`src/rtl/stream_pkg.sv`:
```
`default_nettype none
// ============================================================================
// Module      : stream_pkg
// Description : Shared types and helpers for the narrow-to-wide stream packer.
// Revision    : 1.0 - initial release
// ============================================================================
package stream_pkg;

    // Packer output-register occupancy: collecting lanes or presenting a word.
    typedef enum logic {
        FILL = 1'b0,
        HOLD = 1'b1
    } pack_state_t;

    // Width of the lane counter for a given packing ratio.
    function automatic int lane_cnt_w(input int ratio);
        return $clog2(ratio);
    endfunction

endpackage : stream_pkg
`default_nettype wire

```
`src/rtl/stream_width_packer.sv`:
```
`default_nettype none
// ============================================================================
// Module      : stream_width_packer
// Description : Packs RATIO consecutive narrow valid/ready beats into one wide
//               word with per-lane keep bits; in_last closes a word early.
//               The packing register doubles as the output register.
// Revision    : 1.0 - initial release
// ============================================================================
module stream_width_packer
    import stream_pkg::*;
#(
    parameter int DATA_WIDTH = 8,
    parameter int RATIO      = 4
) (
    input  logic                        clk,
    input  logic                        reset,
    input  logic [DATA_WIDTH-1:0]       in_data,
    input  logic                        in_valid,
    input  logic                        in_last,
    output logic                        in_ready,
    output logic [DATA_WIDTH*RATIO-1:0] out_data,
    output logic [RATIO-1:0]            out_keep,
    output logic                        out_last,
    output logic                        out_valid,
    input  logic                        out_ready
);

    localparam int                c_CW        = lane_cnt_w(RATIO);
    localparam logic [c_CW-1:0]   c_LAST_LANE = c_CW'(RATIO - 1);
    localparam logic [c_CW-1:0]   c_ONE       = c_CW'(1);

    // Reject ratios the packing scheme cannot support.
    generate
        if (RATIO < 2 || RATIO > 16) begin : g_ratio_check
            $error("stream_width_packer: RATIO must be in 2..16");
        end
    endgenerate

    pack_state_t                  r_state, w_state_nxt;
    logic [c_CW-1:0]              r_cnt, w_cnt_nxt;
    logic [DATA_WIDTH*RATIO-1:0]  r_data, w_data_nxt;
    logic [RATIO-1:0]             r_keep, w_keep_nxt;
    logic                         r_last, w_last_nxt;
    logic                         w_accept;
    logic                         w_xfer;

    // A held word can be replaced in the same cycle it is taken, so input
    // readiness follows out_ready combinationally while holding.
    assign in_ready  = (r_state == FILL) || out_ready;
    assign w_accept  = in_valid && in_ready;
    assign w_xfer    = (r_state == HOLD) && out_ready;

    assign out_data  = r_data;
    assign out_keep  = r_keep;
    assign out_last  = r_last;
    assign out_valid = (r_state == HOLD);

    // Next-state, lane counter and packing-register contents.
    always_comb begin
        w_state_nxt = r_state;
        w_cnt_nxt   = r_cnt;
        w_data_nxt  = r_data;
        w_keep_nxt  = r_keep;
        w_last_nxt  = r_last;
        case (r_state)
            FILL: begin
                if (w_accept) begin
                    w_data_nxt[r_cnt*DATA_WIDTH +: DATA_WIDTH] = in_data;
                    w_keep_nxt[r_cnt]                          = 1'b1;
                    if (r_cnt == c_LAST_LANE || in_last) begin
                        w_state_nxt = HOLD;
                        w_last_nxt  = in_last;
                        w_cnt_nxt   = '0;
                    end else begin
                        w_cnt_nxt   = r_cnt + c_ONE;
                    end
                end
            end
            HOLD: begin
                if (w_xfer) begin
                    w_data_nxt = '0;
                    w_keep_nxt = '0;
                    w_last_nxt = 1'b0;
                    if (w_accept) begin
                        // Fresh word starts in lane 0; RATIO>=2 means only
                        // in_last can complete it immediately.
                        w_data_nxt[DATA_WIDTH-1:0] = in_data;
                        w_keep_nxt[0]              = 1'b1;
                        w_last_nxt                 = in_last;
                        if (in_last) begin
                            w_state_nxt = HOLD;
                            w_cnt_nxt   = '0;
                        end else begin
                            w_state_nxt = FILL;
                            w_cnt_nxt   = c_ONE;
                        end
                    end else begin
                        w_state_nxt = FILL;
                        w_cnt_nxt   = '0;
                    end
                end
            end
            default: begin
                w_state_nxt = FILL;
                w_cnt_nxt   = '0;
            end
        endcase
    end

    // State, lane counter and packed word; reset discards any partial word.
    always_ff @(posedge clk or posedge reset) begin
        if (reset) begin
            r_state <= FILL;
            r_cnt   <= '0;
            r_data  <= '0;
            r_keep  <= '0;
            r_last  <= 1'b0;
        end else begin
            r_state <= w_state_nxt;
            r_cnt   <= w_cnt_nxt;
            r_data  <= w_data_nxt;
            r_keep  <= w_keep_nxt;
            r_last  <= w_last_nxt;
        end
    end

endmodule : stream_width_packer
`default_nettype wire

```
`config.mk`:
```
export PLATFORM = sky130hd
export DESIGN_NAME = stream_width_packer
export DESIGN_NICKNAME = d
export VERILOG_FILES = /design/src/rtl/stream_pkg.sv /design/src/rtl/stream_width_packer.sv
export SDC_FILE = /design/constraint.sdc
export NUM_CORES = 1
export LEC_CHECK = 0
export ABC_AREA = 1
export BUFFER_PORTS_ARGS = -buffer_cell sky130_fd_sc_hd__buf_2
export CAP_MARGIN = 20
export CELL_PAD_IN_SITES_DETAIL_PLACEMENT = 1
export CELL_PAD_IN_SITES_GLOBAL_PLACEMENT = 1
export CORE_AREA = 10 10 81 83
export CTS_CLUSTER_DIAMETER = 60
export DETAILED_ROUTE_END_ITERATION = 8
export DIE_AREA = 0 0 91 93
export HOLD_SLACK_MARGIN = 0.02
export PLACE_DENSITY = 0.87
export SLEW_MARGIN = 20
export SYNTH_ARGS = -nofsm -noshare
export SYNTH_HDL_FRONTEND = slang
export SYNTH_SLANG_ARGS = --single-unit
export TNS_END_PERCENT = 30
```
`constraint.sdc`:
```
create_clock -name clk -period 4.6 [get_ports clk]
set_input_delay 0.46 -clock clk [delete_from_list [all_inputs] [get_ports clk]]
set_output_delay 0.46 -clock clk [all_outputs]
set_load 0.1 [all_outputs]
```
### Word-level counts from Yosys, hierarchy flattened

Index checks and enable logic that the tools add are counted.

* register bits: 40
* word-level logic and storage cells: 52
* output and inout bits: 39

* shift-type cells: 2
* bitwise operators: 2
* $lt $le $gt $ge: 2
* equality and inequality tests: 4
* reductions and logical operators: 7
* mux-type cells: 28
* add/subtract/negate cells: 2

Operators with widths (number)
* 32-bit two-way mux: 2
* 32-bit one-hot mux with 2 select lines: 1
* 5-bit negator with 34-bit output: 1
* 8-bit by 34-bit variable shift with 32-bit output (first input constant): 1
* 8-bit by 34-bit indexed part select with 32-bit output: 1
* 32-bit bitwise mux: 1
* 1-bit two-way mux: 12
* 2-bit two-way mux: 4
* 4-bit two-way mux: 2
* 8-bit two-way mux: 1
* 4-bit one-hot mux with 2 select lines: 1
* 2-bit by 1-bit inequality test with 1-bit output (second input constant): 2
* 4-bit OR: 1
* 1-bit one-hot mux with 2 select lines: 2
* 2-bit one-hot mux with 2 select lines: 1
* 1-bit logical AND: 3
* 2-bit by 3-bit less-than comparator with 1-bit output (second input constant): 1
* 3-bit AND reduction: 1
* 2-bit by 1-bit adder with 2-bit output (second input constant): 1
* 1-bit demux with 2-bit select: 1
* 2-bit equality test (second input constant): 1
* 2-bit by 1-bit greater-or-equal comparator with 1-bit output (second input constant): 1
* 1-bit logical OR: 2
* 2-bit inequality test (second input constant): 1
* other kinds (2): 2

### Depth between registers and ports, before layout

Gate-level depths: netlist of the first run.

* depth after elaboration: 7
* depth in mapped cells: 10
* depth with buffers taken out: 8

### Worst setup path after synthesis of the first run

Ideal clock, no wire load.

* path kind: register -> register
* start point: reg r_state, in the netlist out_valid
* end point: reg r_keep[0], in the netlist out_keep[0]
* cell stages (with the launch flop): 5
* required time: 4.470 ns
* arrival time: 2.074 ns
* slack: 2.396 ns
* library setup time: 0.130 ns
* period minus slack after synthesis: 2.204 ns
* path through: dfrtp_1 > buf_6 > nand2_1 > nand2_1 > o21ai_0

* cells in the longest elaborated chain, start to end: 6
* elaborated cells between the ends (all ways): 10
* those cells by class: eq/ne: 2; mux: 3; bitwise: 1; reduce/logical: 4

RTL lines
* start, declared: line stream_width_packer.sv:39 `pack_state_t r_state, w_state_nxt;`
* start signal, assigned: line stream_width_packer.sv:119 `r_state <= w_state_nxt;`
* 1-bit NOT *
* 1-bit logical OR *: line stream_width_packer.sv:49 `assign in_ready = (r_state == FILL) || out_ready;`
* named net in_ready: line stream_width_packer.sv:20 `output logic in_ready,`
* 1-bit logical AND *: line stream_width_packer.sv:50 `assign w_accept = in_valid && in_ready;`
* 1-bit two-way mux: line stream_width_packer.sv:84 `if (w_accept) begin`
* 4-bit two-way mux: line stream_width_packer.sv:80 `if (w_xfer) begin`
* 4-bit one-hot mux with 2 select lines: line stream_width_packer.sv:65 `case (r_state)`
* end signal, assigned: line stream_width_packer.sv:122 `r_keep <= w_keep_nxt;`
* end, declared: line stream_width_packer.sv:42 `logic [RATIO-1:0] r_keep, w_keep_nxt;`

Mark *: on every way through the listed nets, which the timed path passes. The rest lies on a longest branch. The select of a mux whose other input is x is not followed.
A chain may end at the register's enable or synchronous reset.

### Worst setup path in the final report of the first run

* start point: reg r_cnt[0]
* end point: reg r_data[5], in the netlist out_data[5]

* cells in the longest elaborated chain, start to end: 5
* elaborated cells between the ends (all ways): 6
* those cells by class: add/sub: 1; shift: 2; mux: 3

RTL lines
* start, declared: line stream_width_packer.sv:40 `logic [c_CW-1:0] r_cnt, w_cnt_nxt;`
* start signal, assigned: line stream_width_packer.sv:120 `r_cnt <= w_cnt_nxt;`
* 5-bit negator with 34-bit output *: line stream_width_packer.sv:68 `w_data_nxt[r_cnt*DATA_WIDTH +: DATA_WIDTH] = in_data;`
* 8-bit by 34-bit indexed part select with 32-bit output or 8-bit by 34-bit variable shift with 32-bit output (tied branches): line stream_width_packer.sv:68
* 32-bit bitwise mux *: line stream_width_packer.sv:68
* 32-bit two-way mux *: line stream_width_packer.sv:67 `if (w_accept) begin`
* 32-bit one-hot mux with 2 select lines *: line stream_width_packer.sv:65
* end signal, assigned: line stream_width_packer.sv:121 `r_data <= w_data_nxt;`
* end, declared: line stream_width_packer.sv:41 `logic [DATA_WIDTH*RATIO-1:0] r_data, w_data_nxt;`

Every way passes the cells marked *; elsewhere a longest branch is shown, timed or not. The select of a mux whose other input is x is not followed.

==> results of run 1 <==
[worst max-delay path, stage by stage, from the launching register on]
cell     delay, ps
dfrtp_1        630
inv_1          210
ha_1           380
inv_1          140
nand3_1        100
o21ai_2        300
nand2_1        100
nand2_1         70
[where the power goes]
part	internal (µW)	switching, µW
registers	413	51.9
logic	121	646
clock network	103	116
total	637	814
[flip-flops by register name, summed over array words and instances (netlist names)]
signal / cells
out_data: 32
out_keep: 4
r_cnt: 2
out_last: 1
out_valid: 1
[layout make-up]
class | instances | area [µm²] | area share, %
Sequential cell | 40 | 1000 | 42.0
Multi-Input combinational cell | 183 | 872 | 36.6
Clock buffer | 6 | 72.6 | 3.04
Inverter | 22 | 82.6 | 3.46
Tap cell | 70 | 87.6 | 3.67
Clock inverter | 1 | 5.00 | 0.210
Timing Repair Buffer | 52 | 263 | 11.0
[worst max path at each step]
| stage | endpoint | slack (ps) | cells past startpoint |
|---|---|---|---|
| after global placement | out_data[0] | 2750 | 7 |
| after CTS | out_data[1] | 2620 | 7 |
| after detailed placement | out_data[7] | 2620 | 7 |
| after floorplan | out_keep[0] | 2400 | 4 |
| final | out_data[5] | 2620 | 7 |
| after global routing | out_data[7] | 2410 | 7 |
[placed cells by master (no fill, tap or decap)]
| cell type | Yosys | layout |
|---|---|---|
| nor2_2 | 3 | 3 |
| clkbuf_1 | 0 | 1 |
| dfrtp_1 | 40 | 40 |
| nor2_4 | 2 | 2 |
| a22o_1 | 2 | 2 |
| or2_2 | 1 | 1 |
| o211ai_1 | 1 | 1 |
| nand2_1 | 106 | 106 |
| buf_4 | 0 | 1 |
| o21ai_0 | 6 | 6 |
| inv_2 | 4 | 4 |
| nand3_2 | 2 | 2 |
| ha_1 | 8 | 8 |
| o21ai_2 | 1 | 1 |
| nand2_4 | 3 | 3 |
| inv_1 | 18 | 18 |
| nor3_1 | 1 | 1 |
| clkbuf_8 | 0 | 5 |
| nor2_1 | 30 | 30 |
| nand3_1 | 12 | 12 |
| clkinv_2 | 0 | 1 |
| nand4_1 | 1 | 1 |
| buf_2 | 2 | 51 |
| nand2_2 | 4 | 4 |
[per-layer routing]
metal | vias to the layer above | GRT usage, % | share of wire [%]
met1 | 791 | 15.8 | 45
met5 | - | 0 | 0
met2 | 43 | 21.4 | 47
met3 | 9 | 4.88 | 6.3
met4 | 0 | 5.48 | 1.8
li1 | 864 | - | -
[Yosys cell counts, types with 3 or more instances]
library cell	instances	area, µm²
nand3_1	12	60.1
dfrtp_1	40	1000
ha_1	8	100
o21ai_0	6	30.0
inv_1	18	67.6
nand2_2	4	25.0
nor2_1	30	113
nand2_1	106	398
nand2_4	3	33.8
nor2_2	3	18.8
inv_2	4	15.0
[metrics by stage]
step	instances	worst slack (ps)	power, µW
after detailed placement	367	2620	1250
after CTS	374	2620	1470
final	374	2620	1450
after global placement	367	2750	1230
after floorplan	249	2400	1110
after global routing	374	2410	1540
[kinds of logic after synthesis]
logic type | Yosys count | synth area share [%]
buf+inv | 26 | 5.79
fa+ha+maj | 8 | 5.03
compound gates | 10 | 3.21
simple gates | 165 | 35.6
flops | 40 | 50.3
==> run_results.csv, run 1 <==
group,metric,value,unit
global_routing,grt_pass1_wl,9250,µm
timing,final-setup-viol-count,0,
cts,post_cts_buffers,0,
layout,drive_above_1_share,25.7,%
worst_setup_path,r2r_slack,2620,ps
timing,fin_crit,1980,ps
floorplanning,core,0.00501,mm²
logic_synthesis,synth_edf_count,0,
floorplanning,num_io_pins,52,
timing,skew,3.62,ps
cts,cts_hold_buf,0,
global_routing,grt_start_max_net_pins,41,
timing,slew_violations,0,
drt,wl_per_cell,14.1,µm
layout,antenna_cells,0,
global_routing,grt_pass1_vias,1897,
timing,hold_slack,281,ps
logic_synthesis,ys_ff_latch,40,
cts,path_clk_slew,70,ps
logic_synthesis,yosysWarningCount,0,
drt,via_per_inst,4.56,
floorplanning,rows,26,
logic_synthesis,synth-main-ff-cell,"dfrtp_1",
worst_setup_path,endpoint_kind,"register",
worst_setup_path,critical_path_class,"reg2reg",
global_routing,overflow,0,
timing,tightest_slew,505,ps
cts,root_buffer,"clkbuf_8",
logic_synthesis,syn_nets,270,
cts,cts_buffer_depth,2,
power,p_leak,0.00141,µW
drt,firstDrtPassIters,4,
floorplanning,die_area,0.00846,mm²
global_routing,grt_antenna_before_repair,0,
place,placed_cell_area,0.00231,mm²
logic_synthesis,seq_area_frac_synth,50.3,%
global_routing,grt_use_total,13.3,%
cts,cts_resized,0,
worst_setup_path,timing.rr.end,"out_data[5]",
drt,drc,0,
timing,final_hold_viol_count,0,
logic_synthesis,syn_area,0.00199,mm²
cts,cts_sinks,40,
floorplanning,fp.dieW,91,µm
cts,cts_tree,"built",
drt,wirelength,5270,µm
power,peakVddDrop,0.253,mV
place,dp_hpwl,4220,µm
worst_setup_path,setup.worst_path.start,"r_cnt[0]",
worst_setup_path,cp_data_required_time,4830,ps
cts,htreeDepth,2,
timing,fmax,0.504,GHz
drt,drt_iter0_markers,47,
logic_synthesis,syn_inst,249,
drt,ant_nets,0,
worst_setup_path,worstSetupStartpointType,"register",
job,cap_violations,0,
logic_synthesis,async_flop_share,100,%
layout,nets,325,
logic_synthesis,ys_types,21,
timing,rsz0062_at_grt,"false",
layout,utilization,47.6,%
timing,period_share,43.1,%
layout,final_area,0.00238,mm²
worst_setup_path,crit_arrival,2220,ps
worst_hold_path,min_path_type,"in2async",
worst_setup_path,r2r_start,"r_cnt[0]",
cts,numCtsBuffers,5,
cts,insertion_delay,290,ps
logic_synthesis,syn_avg_cell_area,7.98,µm²
place,io_buffers,51,
worst_setup_path,worst-r2r-cell-count,7,
timing,slew_headroom,66.4,%
floorplanning,initial_core_util,39.7,%
timing,fin_setup_tns,0,ps
power,power_density,609,mW/mm²
place,gp_congestion,0.803,
layout,nFillCells,665,
floorplanning,die_h,93,µm
outcome,status,"finished clean",
drt,vias,1707,
worst_setup_path,worstPathMaxFanout,15,
layout,synthToLayoutAreaGrowth,19.9,%
Power figures use the tool's default switching activity.
==> inputs of run 2 (changes only) <==
--- a/config.mk
+++ b/config.mk
@@ -10,12 +10,12 @@
 export CAP_MARGIN = 20
 export CELL_PAD_IN_SITES_DETAIL_PLACEMENT = 1
 export CELL_PAD_IN_SITES_GLOBAL_PLACEMENT = 1
-export CORE_AREA = 10 10 81 83
+export CORE_AREA = 10 10 84 86
 export CTS_CLUSTER_DIAMETER = 60
 export DETAILED_ROUTE_END_ITERATION = 8
-export DIE_AREA = 0 0 91 93
+export DIE_AREA = 0 0 94 96
 export HOLD_SLACK_MARGIN = 0.02
-export PLACE_DENSITY = 0.87
+export PLACE_DENSITY = 0.81
 export SLEW_MARGIN = 20
 export SYNTH_ARGS = -nofsm -noshare
 export SYNTH_HDL_FRONTEND = slang
==> constraint.sdc (replaced) <==
create_clock -name clk -period 2 [get_ports clk]
set_input_delay 0.2 -clock clk [delete_from_list [all_inputs] [get_ports clk]]
set_output_delay 0.2 -clock clk [all_outputs]
set_load 0.1 [all_outputs]
==> run 2 against run 1 <==
Effect of this change:
- combinational power increased by 130%
- hold slack worse by 250 ps
- flip-flop and latch count did not move
- largest cell class unchanged
- global-route usage decreased by 0.84 points
- non-clock buffer count is 1 higher
- first-iteration DRC count rose by 21%
- clock skew is 2.8 ps higher
- power grew 130%
==> run_results.csv, run 2 (synthesis results as in run 1) <==
group,metric,value,unit
drt,wirelength,5280,µm
timing,slew_headroom,64.8,%
floorplanning,num_io_pins,52,
timing,slew_violations,0,
worst_setup_path,cp_data_required_time,2240,ps
cts,cts_sinks,40,
cts,cts_buffer_depth,2,
power,peakVddDrop,0.549,mV
global_routing,overflow,0,
layout,fin_cells,377,
place,gp_congestion,0.873,
drt,drt_iter0_markers,57,
timing,setup_ws,366,ps
timing,final-setup-viol-count,0,
global_routing,grt_pass1_wl,9030,µm
layout,final_cell_mix,"106 x nand2_1, 51 x buf_2, 39 x dfrtp_1",
drt,ant_nets,0,
drt,drc,0,
timing,tightest_slew,528,ps
timing,final_hold_viol_count,0,
cts,cts_hold_buf,0,
power,p_leak,0.00141,µW
layout,final_common_cell,"nand2_1",
drt,vias,1743,
worst_setup_path,worstPathMaxFanout,8,
layout,synthToLayoutAreaGrowth,20.6,%
worst_setup_path,critical_path_class,"reg2reg",
place,pre_cts_ws,365,ps
place,dp_hpwl,4160,µm
power,power_density,1400,mW/mm²
outcome,status,"finished clean",
place,placed_cell_area,0.00232,mm²
layout,antenna_cells,0,
global_routing,grt_start_max_net_pins,41,
timing,period_share,81.7,%
floorplanning,initial_core_util,36.8,%
global_routing,grt_antenna_before_repair,0,
global_routing,grt_pass1_vias,1884,
power,power,3360,µW
floorplanning,rows,27,
timing,fin_setup_tns,0,ps
cts,root_buffer,"clkbuf_8",
cts,numCtsBuffers,5,
drt,firstDrtPassIters,4,
cts,cts_tree,"built",
place,io_buffers,51,
cts,post_cts_buffers,0,
layout,final_area,0.00240,mm²
drt,via_per_inst,4.62,
cts,htreeDepth,2,
floorplanning,die_h,96,µm
timing,fin_crit,1630,ps
global_routing,grt_use_total,12.5,%
cts,path_clk_slew,80,ps
timing,skew,6.42,ps
place,dp.cells,370,
floorplanning,die_area,0.00902,mm²
cts,insertion_delay,290,ps
worst_setup_path,endpoint_kind,"register",
worst_setup_path,worstSetupStartpointType,"register",
worst_hold_path,min_path_type,"in2async",
worst_setup_path,crit_arrival,1870,ps
cts,cts_resized,0,
floorplanning,core,0.00541,mm²
timing,rsz0062_at_grt,"false",
job,cap_violations,0,
layout,nets,326,
layout,drive_above_1_share,26.6,%
floorplanning,fp.dieW,94,µm
drt,wl_per_cell,14.0,µm
timing,fmax,0.612,GHz
layout,largest_reg_flops,32,
[run 2: per-layer routing]
layer,routed length (µm),GRT usage [%]
met5,0,0
met2,2380,19.7
met4,48,3.80
met1,2440,15.5
met3,407,4.67
[run 2: worst paths after layout]
| check | start | endpoint | slack [ps] | depth (start not counted) |
|---|---|---|---|---|
| worst min-delay path | reset | out_data[27] | 30 | 3 |
| min in group clk | in_valid | out_last | 230 | 3 |
| worst min register to register | out_data[10] | out_data[10] | 470 | 2 |
| worst max-delay path | r_cnt[1] | out_data[1] | 370 | 7 |
| max in group asynchronous | reset | out_valid | 1590 | 3 |
| worst max register to register | r_cnt[1] | out_data[1] | 370 | 7 |
[run 2: cell type report]
cell class                 count  area (µm²)
fill                         695        3010
sequential                    40        1000
multi-input combinational    183         872
timing repair buffer          53         270
tap                           72        90.1
inverter                      22        82.6
clock buffer                   5        68.8
clock inverter                 2        12.5
[run 2: critical path: stages, from the launching register on]
cell,delay [ps]
dfrtp_1,430
inv_1,160
ha_1,280
inv_1,130
nand3_1,100
o21ai_2,310
nand2_1,100
nand2_1,70
[run 2: stage by stage]
stage                     hold WS [ps]  util [%]
after global placement             347      42.9
after CTS                         35.8      44.4
after detailed placement           361      42.9
final                             34.8      44.4
after floorplan                    361         -
after global routing              88.5      44.4
[run 2: power breakdown]
part,internal [µW],total [µW],leakage (µW),switching [µW]
Clock,236,515,0.0000400,279
Sequential,951,1050,0.000543,96.8
Combinational,287,1800,0.000830,1510
==> inputs of run 3 (changes only) <==
--- a/config.mk
+++ b/config.mk
@@ -10,12 +10,12 @@
 export CAP_MARGIN = 20
 export CELL_PAD_IN_SITES_DETAIL_PLACEMENT = 1
 export CELL_PAD_IN_SITES_GLOBAL_PLACEMENT = 1
-export CORE_AREA = 10 10 84 86
+export CORE_AREA = 10 10 88 90
 export CTS_CLUSTER_DIAMETER = 60
 export DETAILED_ROUTE_END_ITERATION = 8
-export DIE_AREA = 0 0 94 96
+export DIE_AREA = 0 0 98 100
 export HOLD_SLACK_MARGIN = 0.02
-export PLACE_DENSITY = 0.81
+export PLACE_DENSITY = 0.77
 export SLEW_MARGIN = 20
 export SYNTH_ARGS = -nofsm -noshare
 export SYNTH_HDL_FRONTEND = slang
==> constraint.sdc (replaced) <==
create_clock -name clk -period 1.5 [get_ports clk]
set_input_delay 0.15 -clock clk [delete_from_list [all_inputs] [get_ports clk]]
set_output_delay 0.15 -clock clk [all_outputs]
set_load 0.1 [all_outputs]
==> run 3 against run 2 <==
Effect of this change:
- critical path depth decreased by 6
- utilization fell by 3.2 points
- power rose by 40%
- first-iteration DRC count decreased by 7.0%
- design area increased by 5.4%
- wire length up 7.4%
- largest power group unchanged
==> run_results.csv, run 3 (synthesis results as in run 1) <==
group,metric,value,unit
cts,htreeDepth,2,
drt,via_per_inst,4.65,
timing,final-setup-viol-count,0,
place,dp_hpwl,4380,µm
global_routing,grt_use_total,11.9,%
cts,cts_sinks,40,
layout,final_common_cell,"nand2_1",
timing,skew,5.76,ps
worst_setup_path,crit_arrival,1300,ps
cts,root_buffer,"clkbuf_8",
worst_setup_path,critPathBufInv,1,
worst_setup_path,worstPathMaxFanout,9,
outcome,status,"finished clean",
floorplanning,num_io_pins,52,
floorplanning,die_h,100,µm
drt,wirelength,5670,µm
timing,period_share,96.8,%
drt,firstDrtPassIters,4,
timing,fmax,0.688,GHz
worst_setup_path,cpMaxStageDelayCell,"dfrtp_4",
drt,vias,1790,
power,combPwrFrac,55.5,%
drt,ant_nets,0,
cts,path_clk_slew,70,ps
cts,cts_tree,"built",
floorplanning,core,0.00613,mm²
worst_setup_path,r2r_slack,80,ps
layout,nets,329,
global_routing,overflow,0,
worst_setup_path,endpoint_kind,"output pin",
worst_setup_path,max_stage_delay,540,ps
worst_hold_path,min_path_type,"in2reg",
floorplanning,initial_core_util,32.4,%
layout,drive_above_1_share,28.9,%
worst_hold_path,hp-start,"in_last",
layout,largest_reg_flops,32,
floorplanning,die_area,0.00980,mm²
worst_setup_path,worstSetupStartpointType,"register",
power,p_leak,0.00146,µW
floorplanning,fp.dieW,98,µm
timing,tightest_slew,502,ps
layout,antenna_cells,0,
layout,synthToLayoutAreaGrowth,27.1,%
timing,fin_crit,1450,ps
drt,wl_per_cell,14.7,µm
global_routing,grt_pass1_vias,1938,
worst_setup_path,worst-r2r-cell-count,6,
power,power_frac_clock,14.7,%
floorplanning,rows,29,
place,io_buffers,51,
cts,insertion_delay,300,ps
layout,utilization,41.2,%
worst_setup_path,path_delay_family,"flip-flops",
cts,cts_buffer_depth,2,
timing,slew_headroom,66.8,%
job,cap_violations,0,
worst_hold_path,whs_endpoint,"r_cnt[0]",
global_routing,grt_antenna_before_repair,0,
cts,numCtsBuffers,5,
timing,setup_ws,47.4,ps
global_routing,grt_pass1_wl,9600,µm
power,power.internal,2080,µW
worst_setup_path,critical_path_class,"reg2out",
power,p_sw_share,55.7,%
drt,drc,0,
worst_setup_path,r2r_start,"r_cnt[0]",
timing,rsz0062_at_grt,"true",
layout,final_cell_mix,"105 x nand2_1, 50 x buf_2, 39 x dfrtp_1",
timing,fin_setup_tns,0,ps
drt,drt_iter0_markers,53,
power,power_density,1860,mW/mm²
power,peakVddDrop,0.699,mV
place,pre_cts_ws,-32.4,ps
worst_setup_path,crit_chain,"buf_2",
timing,slew_violations,0,
power,pwr-share-seq,29.8,%
worst_setup_path,timing.rr.end,"r_cnt[1]",
worst_setup_path,cp_data_required_time,1350,ps
worst_hold_path,hold_path_depth,4,
timing,final_hold_viol_count,0,
power,net-switching-power,2620,µW
place,gp_congestion,0.832,
global_routing,grt_start_max_net_pins,41,
==> run 3: cell count changes in the layout (fill, tap and decap cells not counted), sizes merged <==
cell,previous run,this run
clkinvlp,1,0
clkbuf,5,6
buf,53,55
dlygate4sd3,0,1
==> run 3: how the worst max path moves through the flow <==
stage	from	end	slack (ps)	cells after the start
6_report	out_valid	out_valid	50	1
4_1_cts	r_cnt[1]	out_data[5]	5	7
5_1_grt	r_cnt[0]	r_cnt[1]	-20	6
2_1_floorplan	r_cnt[0]	out_data[16]	-6	8
3_3_place_gp	r_cnt[1]	out_data[4]	60	7
3_5_place_dp	r_cnt[1]	out_data[5]	-30	7
==> run 3: through the flow <==
step / hold slack, ps / cell area [µm²] / cells / total power (µW)
after floorplan: 311 / 2020 / 249 / 3470
after global placement: 222 / 2380 / 376 / 3880
after detailed placement: 230 / 2380 / 376 / 3930
after CTS: 166 / 2480 / 384 / 4650
after global routing: 184 / 2530 / 385 / 4980
final: 172 / 2530 / 385 / 4710
==> run 3: power groups by stage <==
stage          combinational [µW]  sequential, µW  clock (µW)
2_1_floorplan                 780            2690           0
3_3_place_gp                 2460            1420           0
3_5_place_dp                 2510            1420           0
4_1_cts                      2540            1400         714
5_1_grt                      2790            1440         762
6_report                     2610            1400         693
==> run 3: timing repair <==
item / 4_1_cts / 5_1_grt
endpoints found under the setup margin: 8 / 33
endpoints found under the hold margin: 40 / 0
pin swaps: 0 / 2
hold buffers: 1 / 0
resized for setup: 1 / 10
buffers inserted: 0 / 1
==> run 3: layout make-up <==
type | count | area (µm²)
tap | 77 | 96.3
clock inverter | 1 | 5.00
inverter | 22 | 90.1
clock buffer | 6 | 72.6
multi-input combinational | 183 | 932
fill | 795 | 3600
timing repair buffer | 56 | 327
sequential | 40 | 1000
==> run 3: layer usage <==
layer,track usage [%],up-vias,part of all wire [%]
li1,-,878,-
met1,14.8,856,46
met2,18.6,46,46
met3,4.05,10,6.9
met4,4.47,0,1.8
met5,0,-,0
